File: src/rtl/booth_mult_seq_if.sv
// Handshake bundle for booth_mult_seq: operand side (in_*), result side
// (out_*), and the busy status flag.
interface booth_mult_seq_if #(
  parameter int WIDTH = 12
);
  logic                 in_valid;
  logic                 in_ready;
  logic                 is_signed;
  logic [WIDTH-1:0]     mult_1;
  logic [WIDTH-1:0]     mult_2;
  logic                 out_valid;
  logic                 out_ready;
  logic [2*WIDTH-1:0]   result;
  logic                 busy;

  // Producer / consumer side of the multiplier
  modport master (
    output in_valid, is_signed, mult_1, mult_2, out_ready,
    input  in_ready, out_valid, result, busy
  );

  // The multiplier itself
  modport slave (
    input  in_valid, is_signed, mult_1, mult_2, out_ready,
    output in_ready, out_valid, result, busy
  );
endinterface

File: src/rtl/booth_mult_seq.sv
// Iterative radix-4 Booth multiplier, one digit per clock.
//
// state  | meaning
// IDLE   | waiting for operands, in_ready high
// CALC   | adding one Booth digit per cycle (N = WIDTH/2+1 digits)
// DONE   | result held with out_valid high until out_ready
//
// Operands are extended by two bits (sign or zero, by is_signed) so the
// same Booth recoding yields the exact product in both modes. Only the low
// 2*WIDTH bits of the accumulator reach the result, and addition modulo
// 2^(2*WIDTH) gives identical low bits, so the accumulator and the shifted
// multiplicand are kept at 2*WIDTH bits.
module booth_mult_seq #(
  parameter int WIDTH = 12
) (
  input  logic            clk,
  input  logic            rst_n,
  booth_mult_seq_if.slave bus
);

  localparam int E  = WIDTH + 2;
  localparam int N  = E / 2;
  localparam int CW = $clog2(N);

  localparam logic [1:0] S_IDLE = 2'd0;
  localparam logic [1:0] S_CALC = 2'd1;
  localparam logic [1:0] S_DONE = 2'd2;

  if ((WIDTH % 2) != 0 || WIDTH < 4) begin : g_width_check
    $error("booth_mult_seq: WIDTH must be even and >= 4");
  end

  logic [1:0]         state_q, state_d;
  logic [CW-1:0]      cnt_q, cnt_d;
  logic [E-1:0]       m1_q, m1_d;
  logic               prev_q, prev_d;
  logic [2*WIDTH-1:0] mc_q, mc_d;
  logic [2*WIDTH-1:0] acc_q, acc_d;
  logic               busy_q, busy_d;

  logic [2:0]         trip;
  logic [2*WIDTH-1:0] pp;
  logic               ext1, ext2;

  // Booth digit decode: current multiplier pair plus the bit below it
  always_comb begin
    trip = {m1_q[1], m1_q[0], prev_q};
    pp   = '0;
    case (trip)
      3'b001, 3'b010: pp = mc_q;
      3'b011:         pp = mc_q << 1;
      3'b100:         pp = -(mc_q << 1);
      3'b101, 3'b110: pp = -mc_q;
      default:        pp = '0;
    endcase
  end

  // Next-state logic for the FSM and datapath registers
  always_comb begin
    state_d = state_q;
    cnt_d   = cnt_q;
    m1_d    = m1_q;
    prev_d  = prev_q;
    mc_d    = mc_q;
    acc_d   = acc_q;
    ext1    = bus.is_signed & bus.mult_1[WIDTH-1];
    ext2    = bus.is_signed & bus.mult_2[WIDTH-1];
    case (state_q)
      S_IDLE: begin
        if (bus.in_valid) begin
          m1_d    = {{2{ext1}}, bus.mult_1};
          mc_d    = {{WIDTH{ext2}}, bus.mult_2};
          prev_d  = 1'b0;
          acc_d   = '0;
          cnt_d   = '0;
          state_d = S_CALC;
        end
      end
      S_CALC: begin
        acc_d  = acc_q + pp;
        // Shift instead of indexing: bits [1:0] always hold the live pair
        m1_d   = {2'b00, m1_q[E-1:2]};
        prev_d = m1_q[1];
        mc_d   = mc_q << 2;
        cnt_d  = cnt_q + CW'(1);
        if (cnt_q == CW'(N - 1)) begin
          state_d = S_DONE;
        end
      end
      S_DONE: begin
        if (bus.out_ready) begin
          state_d = S_IDLE;
        end
      end
      default: state_d = S_IDLE;
    endcase
    busy_d = (state_d != S_IDLE);
  end

  // State registers, asynchronously cleared
  always_ff @(posedge clk or negedge rst_n) begin
    if (!rst_n) begin
      state_q <= S_IDLE;
      cnt_q   <= '0;
      m1_q    <= '0;
      prev_q  <= 1'b0;
      mc_q    <= '0;
      acc_q   <= '0;
      busy_q  <= 1'b0;
    end else begin
      state_q <= state_d;
      cnt_q   <= cnt_d;
      m1_q    <= m1_d;
      prev_q  <= prev_d;
      mc_q    <= mc_d;
      acc_q   <= acc_d;
      busy_q  <= busy_d;
    end
  end

  assign bus.in_ready  = (state_q == S_IDLE);
  assign bus.out_valid = (state_q == S_DONE);
  assign bus.busy      = busy_q;
  assign bus.result    = acc_q;

endmodule

File: src/flat_wrapper.sv
// flat-port wrapper written by rule: the top's interface ports become plain ports
module booth_mult_seq_flat 
#(
  parameter int WIDTH = 12
)
  (clk, rst_n, bus_in_valid, bus_is_signed, bus_mult_1, bus_mult_2, bus_out_ready, bus_in_ready, bus_out_valid, bus_result, bus_busy);
  booth_mult_seq_if #(.WIDTH(WIDTH)) bus_i ();
  input  logic clk;
  input  logic rst_n;
  input wire logic [$bits(bus_i.in_valid)-1:0] bus_in_valid;
  input wire logic [$bits(bus_i.is_signed)-1:0] bus_is_signed;
  input wire logic [$bits(bus_i.mult_1)-1:0] bus_mult_1;
  input wire logic [$bits(bus_i.mult_2)-1:0] bus_mult_2;
  input wire logic [$bits(bus_i.out_ready)-1:0] bus_out_ready;
  output wire logic [$bits(bus_i.in_ready)-1:0] bus_in_ready;
  output wire logic [$bits(bus_i.out_valid)-1:0] bus_out_valid;
  output wire logic [$bits(bus_i.result)-1:0] bus_result;
  output wire logic [$bits(bus_i.busy)-1:0] bus_busy;
  assign bus_i.in_valid = bus_in_valid;
  assign bus_i.is_signed = bus_is_signed;
  assign bus_i.mult_1 = bus_mult_1;
  assign bus_i.mult_2 = bus_mult_2;
  assign bus_i.out_ready = bus_out_ready;
  assign bus_in_ready = bus_i.in_ready;
  assign bus_out_valid = bus_i.out_valid;
  assign bus_result = bus_i.result;
  assign bus_busy = bus_i.busy;
  booth_mult_seq #(.WIDTH(WIDTH)) u_core (.clk(clk), .rst_n(rst_n), .bus(bus_i));
endmodule
File: config.mk
export PLATFORM = sky130hd
export DESIGN_NAME = booth_mult_seq_flat
export DESIGN_NICKNAME = d
export VERILOG_FILES = /design/src/rtl/booth_mult_seq_if.sv /design/src/rtl/booth_mult_seq.sv /design/src/flat_wrapper.sv
export SDC_FILE = /design/constraint.sdc
export NUM_CORES = 1
export LEC_CHECK = 0
export ABC_AREA = 1
export CAP_MARGIN = 15
export CORE_UTILIZATION = 50
export CTS_CLUSTER_SIZE = 16
export DETAILED_ROUTE_END_ITERATION = 16
export GPL_ROUTABILITY_DRIVEN = 0
export PLACE_DENSITY = 0.72
export SETUP_SLACK_MARGIN = 0.05
export SLEW_MARGIN = 20
export SYNTH_ARGS = -nofsm -noshare
export SYNTH_HDL_FRONTEND = slang
export SYNTH_SLANG_ARGS = --single-unit
export TNS_END_PERCENT = 5
File: constraint.sdc
create_clock -name clk -period 4.8 [get_ports clk]
set_input_delay 0.48 -clock clk [delete_from_list [all_inputs] [get_ports clk]]
set_output_delay 0.48 -clock clk [all_outputs]
set_load 0.01 [all_outputs]
== Yosys cells after proc, flatten, opt, wreduce, memory -nomap -nowiden ==
Index checks and enable logic that the tools add are counted.
Storage, ports and cells
  flip-flop bits (word level): 69
  output and inout port bits: 27
  word-level logic and storage cells: 44
  input bits: 29
Operators by class
  eq/ne operators: 10
  bitwise gates (word level): 2
  $add $sub $neg: 4
  muxes and demuxes: 15
  reduce and logical (&&, ||, !) cells: 6
Operators with widths (count)
  $pmux W24 S2: 2
  $pmux W24 S4: 1
  $mux W24: 2
  $neg A24 Y24: 2
  $pmux W14 S2: 1
  $add A24 B24 Y24: 1
  $mux W14: 1
  $eq A3 B3 Y1 const B: 4
  $eq A3 B2 Y1 const B: 2
  $mux W2: 3
  $pmux W2 S3: 1
  $pmux W3 S2: 1
  $reduce_bool A2 Y1: 2
  $reduce_or A2 Y1: 2
  $add A3 B1 Y3 const B: 1
  $eq A3 B1 Y1 const B: 1
  $mux W3: 1
  $and A1 B1 Y1: 2
  $eq A2 B1 Y1 const B: 1
  $eq A2 B2 Y1 const B: 1
  $logic_not A2 Y1: 1
  $ne A2 B2 Y1 const B: 1
  $pmux W1 S2: 1
  $reduce_and A2 Y1: 1
  $mux W1: 1

== Depth between registers and ports, before layout ==
  word-level depth: 5
  depth in mapped cells: 22
  gate-level depth less buffers: 22

== Worst setup path after synthesis ==
No wires, ideal clock.
  path kind: reg2reg
  start point: register u_core.mc_q[0]
  end point: register u_core.acc_q[23] (netlist: u_core.bus.result[23])
  clock period less this slack: 2.843 ns
  slack: 1.957 ns
  library setup time: 0.117 ns
  cell stages (with the launch flop): 20
  data arrival time: 2.726 ns
  required time: 4.683 ns
  cell sequence: dfrtp_1 inv_1 ha_1 inv_1 nor2_2 xor2_1 inv_1 a221oi_1 o21ai_0 ha_1 nand2_1 clkinv_1 a21oi_1 o21ai_2 nand2_1 nand2_1 a21oi_1 nand3_1 nand3_1 nand2_1
Between the ends
  longest elaborated chain between the ends: 4
  elaborated cells on any way between the ends: 5
  those cells by class: add/sub: 3; mux: 2
RTL lines
  start, declared: line booth_mult_seq.sv:37  | logic [2*WIDTH-1:0] mc_q, mc_d;
  start signal, assigned: line booth_mult_seq.sv:115  | mc_q <= mc_d;
  $neg A24 Y24 (on tied branches): line booth_mult_seq.sv:53, booth_mult_seq.sv:52
  $pmux W24 S4 (*): line booth_mult_seq.sv:49  | case (trip)
  $add A24 B24 Y24 (*): line booth_mult_seq.sv:80  | acc_d = acc_q + pp;
  $pmux W24 S2 (*): line booth_mult_seq.sv:68  | case (state_q)
  end signal, assigned: line booth_mult_seq.sv:108  | acc_q <= '0;
  end signal, assigned: line booth_mult_seq.sv:116  | acc_q <= acc_d;
  end, declared: line booth_mult_seq.sv:38  | logic [2*WIDTH-1:0] acc_q, acc_d;
Every way passes the cells marked *; elsewhere a longest branch is shown, timed or not.
A chain may end at the register's enable or synchronous reset.

== Worst setup path in the final report ==
  start point: register u_core.mc_q[0]
  end point: register u_core.acc_q[22] (netlist: u_core.bus.result[22])
Same word-level chain as after synthesis.

==> impl_metrics.env <==
export IMPL_outcome="complete, no violations"
export IMPL_cp_arrival_ns=3.76
export IMPL_utilization_pct=60.4
export IMPL_finalClockSkew_ns=0.00943
export IMPL_grt_first_pass_wirelength_um=21600
export IMPL_diodes=0
export IMPL_ys_seq_elements=68
export IMPL_vias=5069
export IMPL_worst_setup_path_start_kind="flop"
export IMPL_cts_path_max_buffers=2
export IMPL_io_pins=56
export IMPL_grt_overflow=0
export IMPL_avgSynthCellArea_sq_um=7.31
export IMPL_crit_fanout=6
export IMPL_syn_area_sq_um=5060
export IMPL_nets=793
export IMPL_row_count=36
export IMPL_grt_max_degree=54
export IMPL_ant_nets=0
export IMPL_core_area_sq_um=9770
export IMPL_synth_warnings=0
export IMPL_cp_required_ns=5.05
export IMPL_clk_insertion_delay_late_ns=0.36
export IMPL_syn_inst=692
export IMPL_worstMarginPinSlew_ns=1.03
export IMPL_drive_gt1_share_pct=5.93
export IMPL_ys_types=46
export IMPL_pre_cts_ws_ns=1.34
export IMPL_track_usage_pct=26.6
export IMPL_period_share_pct=73.0
export IMPL_stdcell_area_sq_um=5900
export IMPL_crit_type="flop to flop"
export IMPL_crit_path_start="u_core.mc_q[0]"
export IMPL_cts_made_buffers=9
export IMPL_cts_sinks=68
export IMPL_hpwl_um=9940
export IMPL_grt_pass1_vias=4628
export IMPL_drtIter0Drc=385
export IMPL_max_cap_violations=0
export IMPL_r2r_setup_slack_ns=1.29
export IMPL_die_area_sq_um=10500
export IMPL_port_buffer_count=55
export IMPL_die_w_um=103
export IMPL_syn_to_final_growth_pct=16.6
export IMPL_synth_edff_count=0
export IMPL_cts_root_buffer="clkbuf_8"
export IMPL_synth_nets=748
export IMPL_fmax_mhz=285
export IMPL_r2r_end="u_core.bus.result[22]"
export IMPL_ctsResizeCount=0
export IMPL_most_common_layout_cells="155 x nand2_1, 75 x inv_1, 68 x dfrtp_1"
export IMPL_synth_top_area_cell="dfrtp_1"
export IMPL_wl_um=13400
export IMPL_grt_antenna_before_repair=0
export IMPL_crit_path_end_kind="flop"
export IMPL_setup_ws_ns=1.29
export IMPL_async_flop_share_pct=100
export IMPL_hold_buffers=0
export IMPL_dr_pass1_iters=6
export IMPL_synth_area_leaders="dfrtp_1 34%, nand2_1 11%, ha_1 6.4%, inv_1 5.6%, nor2_1 4.3%"
export IMPL_rsz0062_at_grt="no"
export IMPL_finalSetupViolCount=0
export IMPL_final_hold_violation_count=0
export IMPL_drcViolationCount=0
export IMPL_timing_rr_start="u_core.mc_q[0]"
export IMPL_placed_cell_area_sq_um=5710
export IMPL_via_per_inst=5.79
export IMPL_final_common_cell="nand2_1"
export IMPL_cts_max_level=3
export IMPL_cts_setup_buffers=0
export IMPL_cts_tree="built"
export IMPL_dominantRegCellSynth="dfrtp_1"
export IMPL_rr_worst_depth=18
export IMPL_slew_headroom_pct=30.9
export IMPL_hold_class="primary input to async pin"
export IMPL_timing_critical_path_to="u_core.bus.result[22]"
export IMPL_clk_pin_slew_worst_paths_ns=0.08
export IMPL_synth_top_cell_area_share_pct=33.6
export IMPL_die_h_um=103
export IMPL_ys_seq_area_share_pct=33.6
export IMPL_setup_tns_ns=0
export IMPL_period_minus_slack_ns=3.51
export IMPL_slew_viol_final=0
export IMPL_routedWlPerCell_um=15.3
export IMPL_initial_core_util_pct=51.8
==> layer usage <==
layer	vias to the layer above	wire (um)	global-route usage, %
li1	2487	-	-
met1	2344	6070	34.7
met2	213	6170	44.4
met3	25	860	4.61
met4	0	252	9.67
met5	-	0	0
==> sequential cells by signal, indices dropped and copies added, names as in the netlist <==
signal,count
u_core.bus.result,24
u_core.mc_q,24
u_core.m1_q,13
u_core.cnt_q,3
u_core.state_q,2
u_core.bus.busy,1
u_core.prev_q,1
==> worst min path at each step <==
stage                            endpoint  slack [ns]  depth (start not counted)
CTS                 u_core.bus.result[11]        0.35                          1
global route        u_core.bus.result[11]        0.17                          1
floorplan                 u_core.bus.busy        0.18                          0
detailed placement        u_core.m1_q[11]        0.48                          2
finish               u_core.bus.result[5]        0.13                          1
global placement          u_core.m1_q[11]        0.47                          2
==> worst max-delay path: stages, from the launching register on <==
cell and delay (ns):
dfrtp_1 0.38, inv_1 0.18, ha_1 0.25, inv_1 0.11, nor2_2 0.26, xor2_1 0.18, inv_1 0.07, a221oi_1 0.24
o21ai_0 0.20, ha_1 0.39, nand2_1 0.12, nor2_1 0.22, nand2_1 0.10, o21ai_2 0.26, inv_1 0.07, o21bai_1 0.16
nand2_1 0.07, nand2_1 0.06, o21ai_1 0.06
==> synth_stat cells (2+ instances only) <==
library cell / instances
inv_2: 3
buf_2: 9
nand2_2: 4
xor2_1: 16
a22oi_1: 3
o21ai_1: 7
nor4_1: 2
nand2_1: 155
o21a_1: 3
o21ai_2: 2
a221oi_1: 21
dfrtp_1: 68
clkbuf_1: 16
ha_1: 26
a21o_1: 4
nor2_1: 58
nor3_1: 23
nand4_1: 11
nor3_4: 2
a32o_1: 2
o22ai_1: 10
nor2_2: 7
o211ai_1: 4
o2111ai_1: 8
a21oi_1: 39
clkinv_1: 4
a221o_1: 6
o21ai_0: 41
nand3_1: 35
or2_1: 2
inv_1: 75
o21bai_1: 2
o221ai_1: 11
==> final cells by class <==
cell class / count / area, sq um
clock buffers: 12 / 135
clock inverters: 4 / 50.0
fillers: 898 / 3870
inverters: 82 / 308
multi-input cells: 516 / 2960
flip-flops and latches: 68 / 1700
well taps: 133 / 166
repair buffers: 60 / 586
==> kinds of logic (layout without fill, tap and decap cells) <==
logic type,count (synthesis),after routing,share of synthesized area [%]
compound gates,167,167,21.7
xor+xnor,17,17,2.94
fa+ha+maj,27,27,6.82
buf+inv,108,158,8.26
flops,68,68,33.6
simple gates,305,305,26.6
==> per-stage QoR <==
step | cells | hold WS [ns]
6_report | 875 | 0.131
5_1_grt | 875 | 0.172
4_1_cts | 875 | 0.348
3_5_place_dp | 859 | 0.481
3_3_place_gp | 859 | 0.472
2_1_floorplan | 692 | 0.184
Power is not shown: default switching activity piles up to over one toggle a cycle in this logic, so the estimate is an artifact.
